--- config.mk ---
export PLATFORM = sky130hd
export DESIGN_NAME = i2s_tx
export DESIGN_NICKNAME = d
export VERILOG_FILES = /design/src/rtl/i2s_tx.sv
export SDC_FILE = /design/constraint.sdc
export NUM_CORES = 1
export LEC_CHECK = 0
export ABC_AREA = 1
export CAP_MARGIN = 10
export CORE_UTILIZATION = 28
export CTS_BUF_LIST = sky130_fd_sc_hd__clkbuf_16
export CTS_CLUSTER_SIZE = 28
export DETAILED_ROUTE_END_ITERATION = 6
export PLACE_DENSITY = 0.53
export SLEW_MARGIN = 20
export SYNTH_ARGS = -nofsm -noshare
export SYNTH_HDL_FRONTEND = slang
export SYNTH_SLANG_ARGS = --single-unit
export TNS_END_PERCENT = 1
--- constraint.sdc ---
create_clock -name clk -period 4.27 [get_ports clk]
set_clock_uncertainty 0.05 [all_clocks]
set_input_delay 0.427 -clock clk [delete_from_list [all_inputs] [get_ports clk]]
set_output_delay 0.427 -clock clk [all_outputs]
set_load 0.03 [all_outputs]
--- src/rtl/i2s_tx.sv ---
// rtl/i2s_tx.sv - I2S transmitter with one-entry frame stage; `I2S_TX_REPEAT_ON_UNDERRUN_EN repeats the last frame on underrun
module i2s_tx #(
    parameter int DATA_WIDTH = 24,
    parameter int SLOT_WIDTH = 32,
    parameter int BCLK_DIV   = 4
) (
    input  logic                  clk,
    input  logic                  reset,
    input  logic [DATA_WIDTH-1:0] s_left,
    input  logic [DATA_WIDTH-1:0] s_right,
    input  logic                  s_valid,
    output logic                  s_ready,
    output logic                  i2s_bclk,
    output logic                  i2s_lrclk,
    output logic                  i2s_sdata,
    output logic                  underrun
);

    localparam int FRAME_BITS = 2 * SLOT_WIDTH;
    localparam int DIV_W      = $clog2(BCLK_DIV + 1);
    localparam int BIT_W      = $clog2(FRAME_BITS);

    localparam logic [DIV_W-1:0] DIV_LAST = DIV_W'(BCLK_DIV - 1);
    localparam logic [BIT_W-1:0] BIT_LAST = BIT_W'(FRAME_BITS - 1);
    localparam logic [BIT_W-1:0] LR_FIRST = BIT_W'(SLOT_WIDTH - 1);
    localparam logic [BIT_W-1:0] LR_LAST  = BIT_W'(FRAME_BITS - 2);

    logic [DIV_W-1:0]      div_cnt;
    logic [BIT_W-1:0]      bit_cnt;
    logic [BIT_W-1:0]      bit_cnt_nxt;
    logic [FRAME_BITS-1:0] shift_reg;
    logic [FRAME_BITS-1:0] load_frame;
    logic [FRAME_BITS-1:0] refill_frame;
    logic [DATA_WIDTH-1:0] stage_left;
    logic [DATA_WIDTH-1:0] stage_right;
    logic                  stage_full;
    logic                  stage_full_nxt;
    logic                  fall_event;
    logic                  frame_load;
    logic                  accept;

    // Both slots laid out MSB-first, each sample left-justified and zero-padded to the slot.
    function automatic logic [FRAME_BITS-1:0] pack_frame(input logic [DATA_WIDTH-1:0] l,
                                                         input logic [DATA_WIDTH-1:0] r);
        logic [FRAME_BITS-1:0] f;
        f = '0;
        f[FRAME_BITS-1 -: DATA_WIDTH] = l;
        f[SLOT_WIDTH-1 -: DATA_WIDTH] = r;
        return f;
    endfunction

`ifdef I2S_TX_REPEAT_ON_UNDERRUN_EN
    logic [DATA_WIDTH-1:0] last_left;
    logic [DATA_WIDTH-1:0] last_right;

    always_ff @(posedge clk) begin
        if (reset) begin
            last_left  <= '0;
            last_right <= '0;
        end else if (frame_load && stage_full) begin
            last_left  <= stage_left;
            last_right <= stage_right;
        end
    end

    assign refill_frame = pack_frame(last_left, last_right);
`else
    assign refill_frame = '0;
`endif

    always_comb begin
        fall_event     = (div_cnt == DIV_LAST) && i2s_bclk;
        bit_cnt_nxt    = (bit_cnt == BIT_LAST) ? '0 : bit_cnt + 1'b1;
        frame_load     = fall_event && (bit_cnt == BIT_LAST);
        accept         = s_valid && s_ready;
        load_frame     = stage_full ? pack_frame(stage_left, stage_right) : refill_frame;
        // A beat taken on the load cycle of an empty stage is kept for the following frame.
        stage_full_nxt = accept ? 1'b1 : (frame_load ? 1'b0 : stage_full);
    end

    always_ff @(posedge clk) begin
        if (reset) begin
            div_cnt     <= '0;
            bit_cnt     <= BIT_LAST;
            i2s_bclk    <= 1'b0;
            i2s_lrclk   <= 1'b0;
            i2s_sdata   <= 1'b0;
            shift_reg   <= '0;
            stage_left  <= '0;
            stage_right <= '0;
            stage_full  <= 1'b0;
            s_ready     <= 1'b0;
            underrun    <= 1'b0;
        end else begin
            div_cnt  <= (div_cnt == DIV_LAST) ? '0 : div_cnt + 1'b1;
            if (div_cnt == DIV_LAST) begin
                i2s_bclk <= ~i2s_bclk;
            end
            underrun <= frame_load && !stage_full;
            if (fall_event) begin
                bit_cnt   <= bit_cnt_nxt;
                // Word select leads the data by one bit.
                i2s_lrclk <= (bit_cnt_nxt >= LR_FIRST) && (bit_cnt_nxt <= LR_LAST);
                if (frame_load) begin
                    i2s_sdata <= load_frame[FRAME_BITS-1];
                    shift_reg <= {load_frame[FRAME_BITS-2:0], 1'b0};
                end else begin
                    i2s_sdata <= shift_reg[FRAME_BITS-1];
                    shift_reg <= {shift_reg[FRAME_BITS-2:0], 1'b0};
                end
            end
            if (accept) begin
                stage_left  <= s_left;
                stage_right <= s_right;
            end
            stage_full <= stage_full_nxt;
            s_ready    <= !stage_full_nxt;
        end
    end

endmodule
==> impl_results.md, run 1 <==
* Global-route wire length before repair at 18.7 mm
* Clock latency of the later-clocked register in the worst-skew pair at 0.41 ns
* Count of buffers inserted at the top-level ports at 55
* Overflow left after global routing at 0
* Post-place instance area at 5530 sq um
* Xor and xnor area share after synthesis at 0.179%
* Unrepaired setup endpoints after global routing: no
* Total nets after synthesis at 710
* Count of unique library cells instantiated by Yosys at 30
* Top delay family on crit path: simple AND/OR/NAND/NOR gates
* Overall fraction of global-route tracks in use at 13.4%
* CP startpoint kind: register
* Hold Crit Start: div_cnt[0]$_SDFF_PP0_
* Share of the synthesized area in compound gates (AO/OA/AOI/OAI) at 16.2%
* Number of buffer and inverter instances along the worst setup path at 2
* Worst path arrival time at 3.16 ns
* Dominant register cell in the synthesized netlist: sky130_fd_sc_hd__dfxtp_1
* CTS root buf: sky130_fd_sc_hd__clkbuf_16
* Clk slew on worst S/H paths at 0.05 ns
* R2r worst-path depth at 10
* Vias in the first global route at 3899
* Proportion of synthesized chip area in sequential cells at 48.3%
* Final standard cell utilization of the core at 35.7%
* Area growth from synthesis to layout at 22.9%
* Die ar. at 18000 sq um
* Count of antenna diodes in the layout at 0
* DRC errors left at 0
* Row count at 47
* Mux contribution to synthesized area at 0%
* Combinational family with the most area after synthesis: simple AND/OR/NAND/NOR gates
* Final setup fails at 0
* Resize count post-CTS at 0
* Post-synth EDFFs at 0
* Ys Warns at 0
* Flip-flop count of the largest register after layout at 55
* DIE WIDTH at 134 microns
* Critical path's slowest cell: sky130_fd_sc_hd__inv_2
* Total standard cell area after synthesis at 4890 sq um
* Maximum number of pins on one net before global-route repair at 52
* Register-to-register path setup slack at 1.42 ns
* Leakage power at 2.57 nW
* Startpoint of the lowest-slack register-to-register path: div_cnt[0]$_SDFF_PP0_
* Worst max-slew margin expressed relative to the limit at 31.0%
* Tcrit/Tclk final at 66.8%
* Vias per inst at 4.44
* 1st-pass router iterations at 4
* Flip-flop and latch count after synthesis at 118
* Starting density of the core at 29.1%
* Iteration-0 DRC count of the detailed router at 171
* Worst hold path type: register to register
* Wire length after detailed routing at 10.9 mm
* Power density over cell area at 419 nW/um^2
* Highest attainable clock frequency at 351 MHz
* Hold Path Depth at 1
* Max incr delay on CP at 0.59 ns
* CP required at 4.58 ns
* Tightest Pin Transition at 1.03 ns
* Highest Signal Layer: met4
* Number of nets in the layout at 747
* Final hold violation count at 0
* Number of H-tree levels at 4
* Detailed-routed wire length on met2 at 5.10 mm
* Detailed-routing wirelength on met1 at 5.25 mm
* Number of clock buffers inserted by TritonCTS at 17
* Share of final-layout standard cells stronger than drive strength 1 at 8.43%
* R2R Path End: shift_reg[30]$_SDFFE_PP0P_
* Area share of the leading cell type in the synthesized netlist at 48.3%
* CTS tree: built
* Critical path peak fanout at 39
* Aggregate negative setup slack at 0 ns
* Placeable Area at 16800 sq um
* Clock sink count at 118
* Max-Cap Viols at 0
* Wire length per cell at 11.8 microns
* RePlAce Congestion at 0.734
* Vertical die dimension at 134 microns
* Buffer levels on the longest clock path at 2
* Post-layout instance area at 6010 sq um
* Top cell type by total area after synthesis: sky130_fd_sc_hd__dfxtp_1
* Crit-path cells: ha_1, ha_1, nand2_2, inv_2, nand2_4, nor2_4, nand2_1, nand3_1, nand2_1, inv_1
* Number of fillers in the final layout at 1836
* Number of slew-limit violations in the final report at 0
* Final HPWL from detailed placement at 6.81 mm
* Initial antenna violation count at 0
* Tmin final at 2.85 ns
* Met3 Wirelength at 352 microns
* End of the worst hold path: div_cnt[0]$_SDFF_PP0_
* Worst setup EP type: register
* Number of hold buffers added after CTS at 0
* Outcome: completed
* Antenna-violating nets left at 0
* Synth top area cells: sky130_fd_sc_hd__dfxtp_1, sky130_fd_sc_hd__nor2_1, sky130_fd_sc_hd__o21ai_0
* Async set-or-reset flop fraction in the synthesized netlist at 0%
* Post-CTS Setup Bufs at 0
* Area share of and/or/nand/nor cells after synthesis at 24.8%
* I/O pin count at 56
* Setup Crit Path Kind: register to register
* Worst ir drop on vdd at 0.284 mV
* DR vias at 4083
* Post-Synth Adder-Cell Area at 1.28%
* Gate count of the mapped netlist at 654
* Average instance area after synthesis at 7.47 sq um
==> layout by cell type, fill, tap and decap left out, types with 3 or more instances in the layout <==
cell / instances
sky130_fd_sc_hd__nor2_4: 4
sky130_fd_sc_hd__clkbuf_16: 17
sky130_fd_sc_hd__clkinv_1: 3
sky130_fd_sc_hd__nor3_1: 23
sky130_fd_sc_hd__dfxtp_1: 117
sky130_fd_sc_hd__a21oi_1: 6
sky130_fd_sc_hd__ha_1: 5
sky130_fd_sc_hd__a21oi_2: 20
sky130_fd_sc_hd__nand4_1: 3
sky130_fd_sc_hd__nand2_1: 96
sky130_fd_sc_hd__buf_4: 3
sky130_fd_sc_hd__clkdlybuf4s50_1: 55
sky130_fd_sc_hd__inv_1: 62
sky130_fd_sc_hd__nor2_1: 144
sky130_fd_sc_hd__o21bai_1: 3
sky130_fd_sc_hd__o22ai_1: 11
sky130_fd_sc_hd__o21ai_0: 92
sky130_fd_sc_hd__nand3_1: 15
==> worst max path at each step <==
stage / from / cells after the start / to / slack, ns
floorplan: div_cnt[0]$_SDFF_PP0_ / 8 / bit_cnt[5]$_SDFFE_PP1P_ / 2.68
global placement: div_cnt[0]$_SDFF_PP0_ / 10 / shift_reg[30]$_SDFFE_PP0P_ / 1.46
detailed placement: div_cnt[0]$_SDFF_PP0_ / 10 / shift_reg[25]$_SDFFE_PP0P_ / 1.40
CTS: div_cnt[0]$_SDFF_PP0_ / 10 / shift_reg[30]$_SDFFE_PP0P_ / 1.36
global route: div_cnt[0]$_SDFF_PP0_ / 10 / shift_reg[23]$_SDFFE_PP0P_ / 1.07
finish: div_cnt[0]$_SDFF_PP0_ / 10 / shift_reg[30]$_SDFFE_PP0P_ / 1.42
==> routing by layer <==
layer  global-route usage [%]  vias to the layer above
li1                         -                     2165
met4                     6.18                        0
met2                     21.7                       56
met1                     16.4                     1847
met5                        0                        -
met3                     3.67                       15
==> worst reg2reg max path: stages (launching register included) <==
cell	delay, ns
sky130_fd_sc_hd__dfxtp_1	0.33
sky130_fd_sc_hd__ha_1	0.15
sky130_fd_sc_hd__ha_1	0.19
sky130_fd_sc_hd__nand2_2	0.29
sky130_fd_sc_hd__inv_2	0.60
sky130_fd_sc_hd__nand2_4	0.48
sky130_fd_sc_hd__nor2_4	0.42
sky130_fd_sc_hd__nand2_1	0.10
sky130_fd_sc_hd__nand3_1	0.08
sky130_fd_sc_hd__nand2_1	0.05
sky130_fd_sc_hd__inv_1	0.06
==> cells by family (layout without fill, tap and decap cells) <==
logic type	Yosys count	in the layout
AND/OR/NAND/NOR	292	292
buffers and inverters	101	147
flip-flops	118	118
AO/OA/AOI/OAI	137	137
XOR/XNOR	1	1
adder cells (fa/ha/maj)	5	5
==> per-stage QoR <==
step | hold slack, ns | power (W) | std cells | setup slack [ns]
5_1_grt | 0.397 | 0.00263 | 920 | 1.07
3_3_place_gp | 0.357 | 0.00137 | 892 | 1.46
2_1_floorplan | 0.347 | 0.00129 | 654 | 2.68
3_5_place_dp | 0.360 | 0.00137 | 892 | 1.40
4_1_cts | 0.377 | 0.00255 | 920 | 1.36
6_report | 0.374 | 0.00252 | 920 | 1.42
==> layout make-up <==
type,instances,area (sq um),area share (%)
repair buffers,59,593,9.87
multi-input cells,435,2070,34.5
flip-flops and latches,118,2360,39.3
clock buffers,17,425,7.08
clock inverters,11,52.6,0.875
well taps,220,275,4.58
inverters,60,225,3.75
==> synthesized netlist by cell type, drive strengths merged (2+ instances only) <==
cell,instances
clkbuf,16
a22oi,2
o22ai,11
nor2,148
nand2,99
nor3,24
nand3,16
ha,5
inv,59
o21bai,3
o21ai,94
nand4,3
or2,2
dfxtp,118
a21oi,26
buf,25
==> report_power, final <==
part | switching (W) | internal, W
clock network | 0.000466 | 0.000707
logic | 0.0000848 | 0.0000824
registers | 0.0000345 | 0.00114
Note: power is estimated with default switching activity, not from simulation.
==> run 2, diff against run 1 <==
==> constraint.sdc (replaced) <==
create_clock -name clk -period 2.8 [get_ports clk]
set_clock_uncertainty 0.05 [all_clocks]
set_input_delay 0.28 -clock clk [delete_from_list [all_inputs] [get_ports clk]]
set_output_delay 0.28 -clock clk [all_outputs]
set_load 0.03 [all_outputs]
==> impl_results.md, run 2 (synthesis results as in run 1) <==
* Buffer levels on the longest clock path at 2
* 1st-pass router iterations at 4
* CTS tree: built
* RePlAce Congestion at 0.702
* Tightest Pin Transition at 0.614 ns
* Share of final-layout standard cells stronger than drive strength 1 at 10.7%
* Count of buffers inserted at the top-level ports at 55
* Placeable Area at 16800 sq um
* Resize count post-CTS at 0
* Tmin final at 2.11 ns
* CP startpoint kind: register
* GR met1 Demand/Resource at 16.2%
* Number of clock buffers inserted by TritonCTS at 17
* Flip-flop count of the largest register after layout at 55
* Worst path arrival time at 2.37 ns
* Antenna-violating nets left at 0
* DR vias at 4073
* Count of antenna diodes in the layout at 0
* Iteration-0 DRC count of the detailed router at 232
* DRC errors left at 0
* Power density over cell area at 684 nW/um^2
* Worst setup EP type: register
* Number of nets in the layout at 753
* Final HPWL from detailed placement at 6.94 mm
* Outcome: completed
* Number of fillers in the final layout at 1825
* Sequential cell area at 2360 sq um
* Busiest layer in global routing: met2
* CP required at 3.06 ns
* Vias in the first global route at 3744
* Tcrit/Tclk final at 75.4%
* Setup Crit Path Kind: register to register
* CTS root buf: sky130_fd_sc_hd__clkbuf_16
* Clk slew on worst S/H paths at 0.05 ns
* Number of hold buffers added after CTS at 0
* Wire length per cell at 11.6 microns
* Number of H-tree levels at 4
* Number of slew-limit violations in the final report at 0
* Area used by multi-input combinational logic at 2070 sq um
* Initial antenna violation count at 0
* Final setup fails at 0
* Post-CTS Setup Bufs at 0
* M3 GR Usage at 3.10%
* Overflow left after global routing at 0
* Vias per inst at 4.38
* Die ar. at 18000 sq um
* Final hold violation count at 0
* Maximum number of pins on one net before global-route repair at 96
* Most used cells in the layout excluding fill and tap cells: sky130_fd_sc_hd__nor2_1, sky130_fd_sc_hd__dfxtp_1, sky130_fd_sc_hd__nand2_1
* Clock latency of the later-clocked register in the worst-skew pair at 0.41 ns
* DIE WIDTH at 134 microns
* Area growth from synthesis to layout at 26.1%
* Non-filler instance count after layout at 930
* Global-route wire length before repair at 17.8 mm
* I/O pin count at 56
* Vertical die dimension at 134 microns
* Unrepaired setup endpoints after global routing: no
* Highest attainable clock frequency at 473 MHz
* Aggregate negative setup slack at 0 ns
* Leakage power at 2.64 nW
* Most common cell after layout, fill and taps aside: sky130_fd_sc_hd__nor2_1
* Worst hold path type: register to register
* Worst ir drop on vdd at 0.497 mV
* Max-Cap Viols at 0
* Clock sink count at 118
* Wire length after detailed routing at 10.8 mm
* Worst max-slew margin expressed relative to the limit at 58.9%
* Overall fraction of global-route tracks in use at 12.6%
* Starting density of the core at 29.1%
* Critical path peak fanout at 31
* Total chip power at 0.00422 W
* Row count at 47
* Number of instances in the placed design at 898
* Grt met2 use at 19.8%
run 2: area by class of cell:
type | count | area share [%]
inverter | 60 | 3.65
clock inverter | 15 | 2.64
timing repair buffer | 65 | 10.4
sequential | 118 | 38.3
tap | 220 | 4.47
multi-input combinational | 435 | 33.6
clock buffer | 17 | 6.90
run 2: report_power, final:
| part | total, W | leakage (nW) | internal [W] | switching, W |
|---|---|---|---|---|
| Clock | 0.00216 | 0.292 | 0.00138 | 0.000778 |
| Sequential | 0.00179 | 0.960 | 0.00174 | 0.0000471 |
| Combinational | 0.000264 | 1.39 | 0.000128 | 0.000136 |
| Total | 0.00422 | 2.64 | 0.00326 | 0.000961 |
run 2: final timing paths:
kind,start,endpoint,slack (ns),cells after the start
hold reg to reg,div_cnt[0]$_SDFF_PP0_,div_cnt[0]$_SDFF_PP0_,0.36,1
hold / removal,div_cnt[0]$_SDFF_PP0_,div_cnt[0]$_SDFF_PP0_,0.36,1
setup reg to reg,bit_cnt[0]$_SDFFE_PP1P_,shift_reg[22]$_SDFFE_PP0P_,0.69,8
setup / recovery,bit_cnt[0]$_SDFFE_PP1P_,shift_reg[22]$_SDFFE_PP0P_,0.69,8
run 2: per-stage QoR:
step	hold WS, ns	worst slack (ns)	cell area (sq um)	util [%]
6_report	0.364	0.688	6160	36.6
5_1_grt	0.392	0.429	6160	36.6
4_1_cts	0.371	0.651	6160	36.6
3_5_place_dp	0.362	0.652	5580	33.1
3_3_place_gp	0.359	0.680	5580	33.1
2_1_floorplan	0.347	1.21	4890	-
run 2: critical path, cell delays in order, from the launching register on:
cell and delay (ns):
sky130_fd_sc_hd__dfxtp_1 0.51, sky130_fd_sc_hd__ha_1 0.27, sky130_fd_sc_hd__nand2_1 0.12, sky130_fd_sc_hd__nor2_1 0.11
sky130_fd_sc_hd__nand2_1 0.09, sky130_fd_sc_hd__nand2_2 0.46, sky130_fd_sc_hd__o21ai_0 0.16, sky130_fd_sc_hd__o21ai_0 0.16
sky130_fd_sc_hd__inv_1 0.05
run 2: routing by layer:
layer | part of all wire, % | wire [microns] | up-vias
li1 | - | - | 2186
met1 | 51 | 5500 | 1812
met2 | 44 | 4740 | 60
met3 | 3.3 | 353 | 15
met4 | 1.6 | 167 | 0
met5 | 0 | 0 | -
==> run 3, diff against run 2 <==
==> constraint.sdc (replaced) <==
create_clock -name clk -period 2.1 [get_ports clk]
set_clock_uncertainty 0.05 [all_clocks]
set_input_delay 0.21 -clock clk [delete_from_list [all_inputs] [get_ports clk]]
set_output_delay 0.21 -clock clk [all_outputs]
set_load 0.03 [all_outputs]
==> impl_results.md, run 3 (synthesis results as in run 1) <==
* Hold Crit Start: div_cnt[0]$_SDFF_PP0_
* Maximum number of pins on one net before global-route repair at 51
* Vias per inst at 4.37
* Max-Cap Viols at 0
* Tcrit/Tclk final at 90.4%
* Final setup fails at 0
* Die ar. at 18000 sq um
* End of the worst hold path: div_cnt[0]$_SDFF_PP0_
* Share of final-layout standard cells stronger than drive strength 1 at 10.7%
* Critical path peak fanout at 10
* Antenna-violating nets left at 0
* Clock latency of the later-clocked register in the worst-skew pair at 0.40 ns
* Post-layout worst setup margin at 0.202 ns
* Number of H-tree levels at 4
* Outcome: completed
* Clock sink count at 118
* RePlAce Congestion at 0.777
* Setup Crit Path Kind: register to register
* Register-to-register path setup slack at 0.20 ns
* Hold Path Depth at 1
* Post-CTS Setup Bufs at 0
* Most common cell after layout, fill and taps aside: sky130_fd_sc_hd__nor2_1
* Wire length per cell at 11.6 microns
* Worst max-slew margin expressed relative to the limit at 67.8%
* Buffer levels on the longest clock path at 2
* Number of slew-limit violations in the final report at 0
* CTS root buf: sky130_fd_sc_hd__clkbuf_16
* 1st-pass router iterations at 4
* Minimum hold slack at 0.369 ns
* Row count at 47
* Area used by multi-input combinational logic at 2070 sq um
* Overflow left after global routing at 0
* Worst setup EP type: register
* Number of fillers in the final layout at 1861
* Overall fraction of global-route tracks in use at 12.8%
* Worst path arrival time at 2.14 ns
* Count of antenna diodes in the layout at 0
* Wire length after detailed routing at 10.8 mm
* Unrepaired setup endpoints after global routing: no
* DIE WIDTH at 134 microns
* DRC errors left at 0
* Area growth from synthesis to layout at 28.0%
* Tmin final at 1.90 ns
* Final hold violation count at 0
* Initial antenna violation count at 0
* Highest attainable clock frequency at 527 MHz
* Flip-flop count of the largest register after layout at 55
* Vertical die dimension at 134 microns
* DR vias at 4100
* Placeable Area at 16800 sq um
* CP required at 2.34 ns
* Vias in the first global route at 3797
* Power density over cell area at 885 nW/um^2
* Worst hold path type: register to register
* Number of hold buffers added after CTS at 0
* Final HPWL from detailed placement at 7.25 mm
* Number of nets in the layout at 761
* Aggregate negative setup slack at 0 ns
* Leakage power at 2.69 nW
* R2r worst-path depth at 8
* Number of clock buffers inserted by TritonCTS at 17
* Count of buffers inserted at the top-level ports at 55
* Sequential cell area at 2360 sq um
* I/O pin count at 56
* Startpoint of the lowest-slack register-to-register path: div_cnt[0]$_SDFF_PP0_
* Clk slew on worst S/H paths at 0.05 ns
* Tightest Pin Transition at 0.481 ns
* R2R Path End: bit_cnt[5]$_SDFFE_PP1P_
* Starting density of the core at 29.1%
* Worst ir drop on vdd at 0.571 mV
* CTS tree: built
* Iteration-0 DRC count of the detailed router at 253
* Resize count post-CTS at 0
* CP startpoint kind: register
* Global-route wire length before repair at 18.2 mm
* Worst setup slack before clock tree synthesis at 0.219 ns
* Most used cells in the layout excluding fill and tap cells: sky130_fd_sc_hd__nor2_1, sky130_fd_sc_hd__dfxtp_1, sky130_fd_sc_hd__nand2_1
==> run 3: per-layer routing <==
layer  global-route usage, %  routed length [microns]  vias to the layer above
met5                       0                        0                        -
met4                    4.24                      118                        0
met3                    3.70                      306                        6
met2                    20.7                     5010                       51
met1                    16.3                     5400                     1847
li1                        -                        -                     2196
==> run 3: final cells by class <==
cell class	instances	area share, %
clock inverter	15	2.30
clock buffer	17	6.80
timing repair buffer	73	12.0
multi-input combinational	435	33.1
sequential	118	37.8
tap	220	4.40
inverter	60	3.60
==> run 3: stage by stage <==
stage | utilization (%) | total power, W | instances | instance area [sq um]
global route | 37.2 | 0.00575 | 938 | 6250
CTS | 37.2 | 0.00561 | 938 | 6250
global placement | 33.8 | 0.00280 | 906 | 5690
finish | 37.2 | 0.00553 | 938 | 6250
floorplan | - | 0.00263 | 654 | 4890
detailed placement | 33.8 | 0.00280 | 906 | 5690
==> run 3: how the worst max path moves through the flow <==
stage | startpoint | to | slack [ns] | depth (start not counted)
after global routing | div_cnt[0]$_SDFF_PP0_ | shift_reg[60]$_SDFFE_PP0P_ | 0.08 | 8
after detailed placement | div_cnt[0]$_SDFF_PP0_ | bit_cnt[5]$_SDFFE_PP1P_ | 0.22 | 8
after global placement | reset | bit_cnt[5]$_SDFFE_PP1P_ | 0.26 | 5
after CTS | div_cnt[0]$_SDFF_PP0_ | bit_cnt[5]$_SDFFE_PP1P_ | 0.20 | 8
after floorplan | div_cnt[0]$_SDFF_PP0_ | bit_cnt[5]$_SDFFE_PP1P_ | 0.51 | 8
final | div_cnt[0]$_SDFF_PP0_ | bit_cnt[5]$_SDFFE_PP1P_ | 0.20 | 8
==> run 3: worst max-delay path: stages, from the launching register on <==
cell	delay (ns)
sky130_fd_sc_hd__dfxtp_1	0.31
sky130_fd_sc_hd__ha_1	0.19
sky130_fd_sc_hd__ha_1	0.21
sky130_fd_sc_hd__nand2_2	0.15
sky130_fd_sc_hd__inv_2	0.12
sky130_fd_sc_hd__nor2_4	0.18
sky130_fd_sc_hd__clkinv_1	0.29
sky130_fd_sc_hd__o22ai_1	0.25
sky130_fd_sc_hd__inv_1	0.05
==> run 3: report_power, final <==
part	total, W	internal, W	switching, W
sequential	0.00238	0.00233	0.0000536
clock	0.00279	0.00182	0.000965
combinational	0.000367	0.000179	0.000187
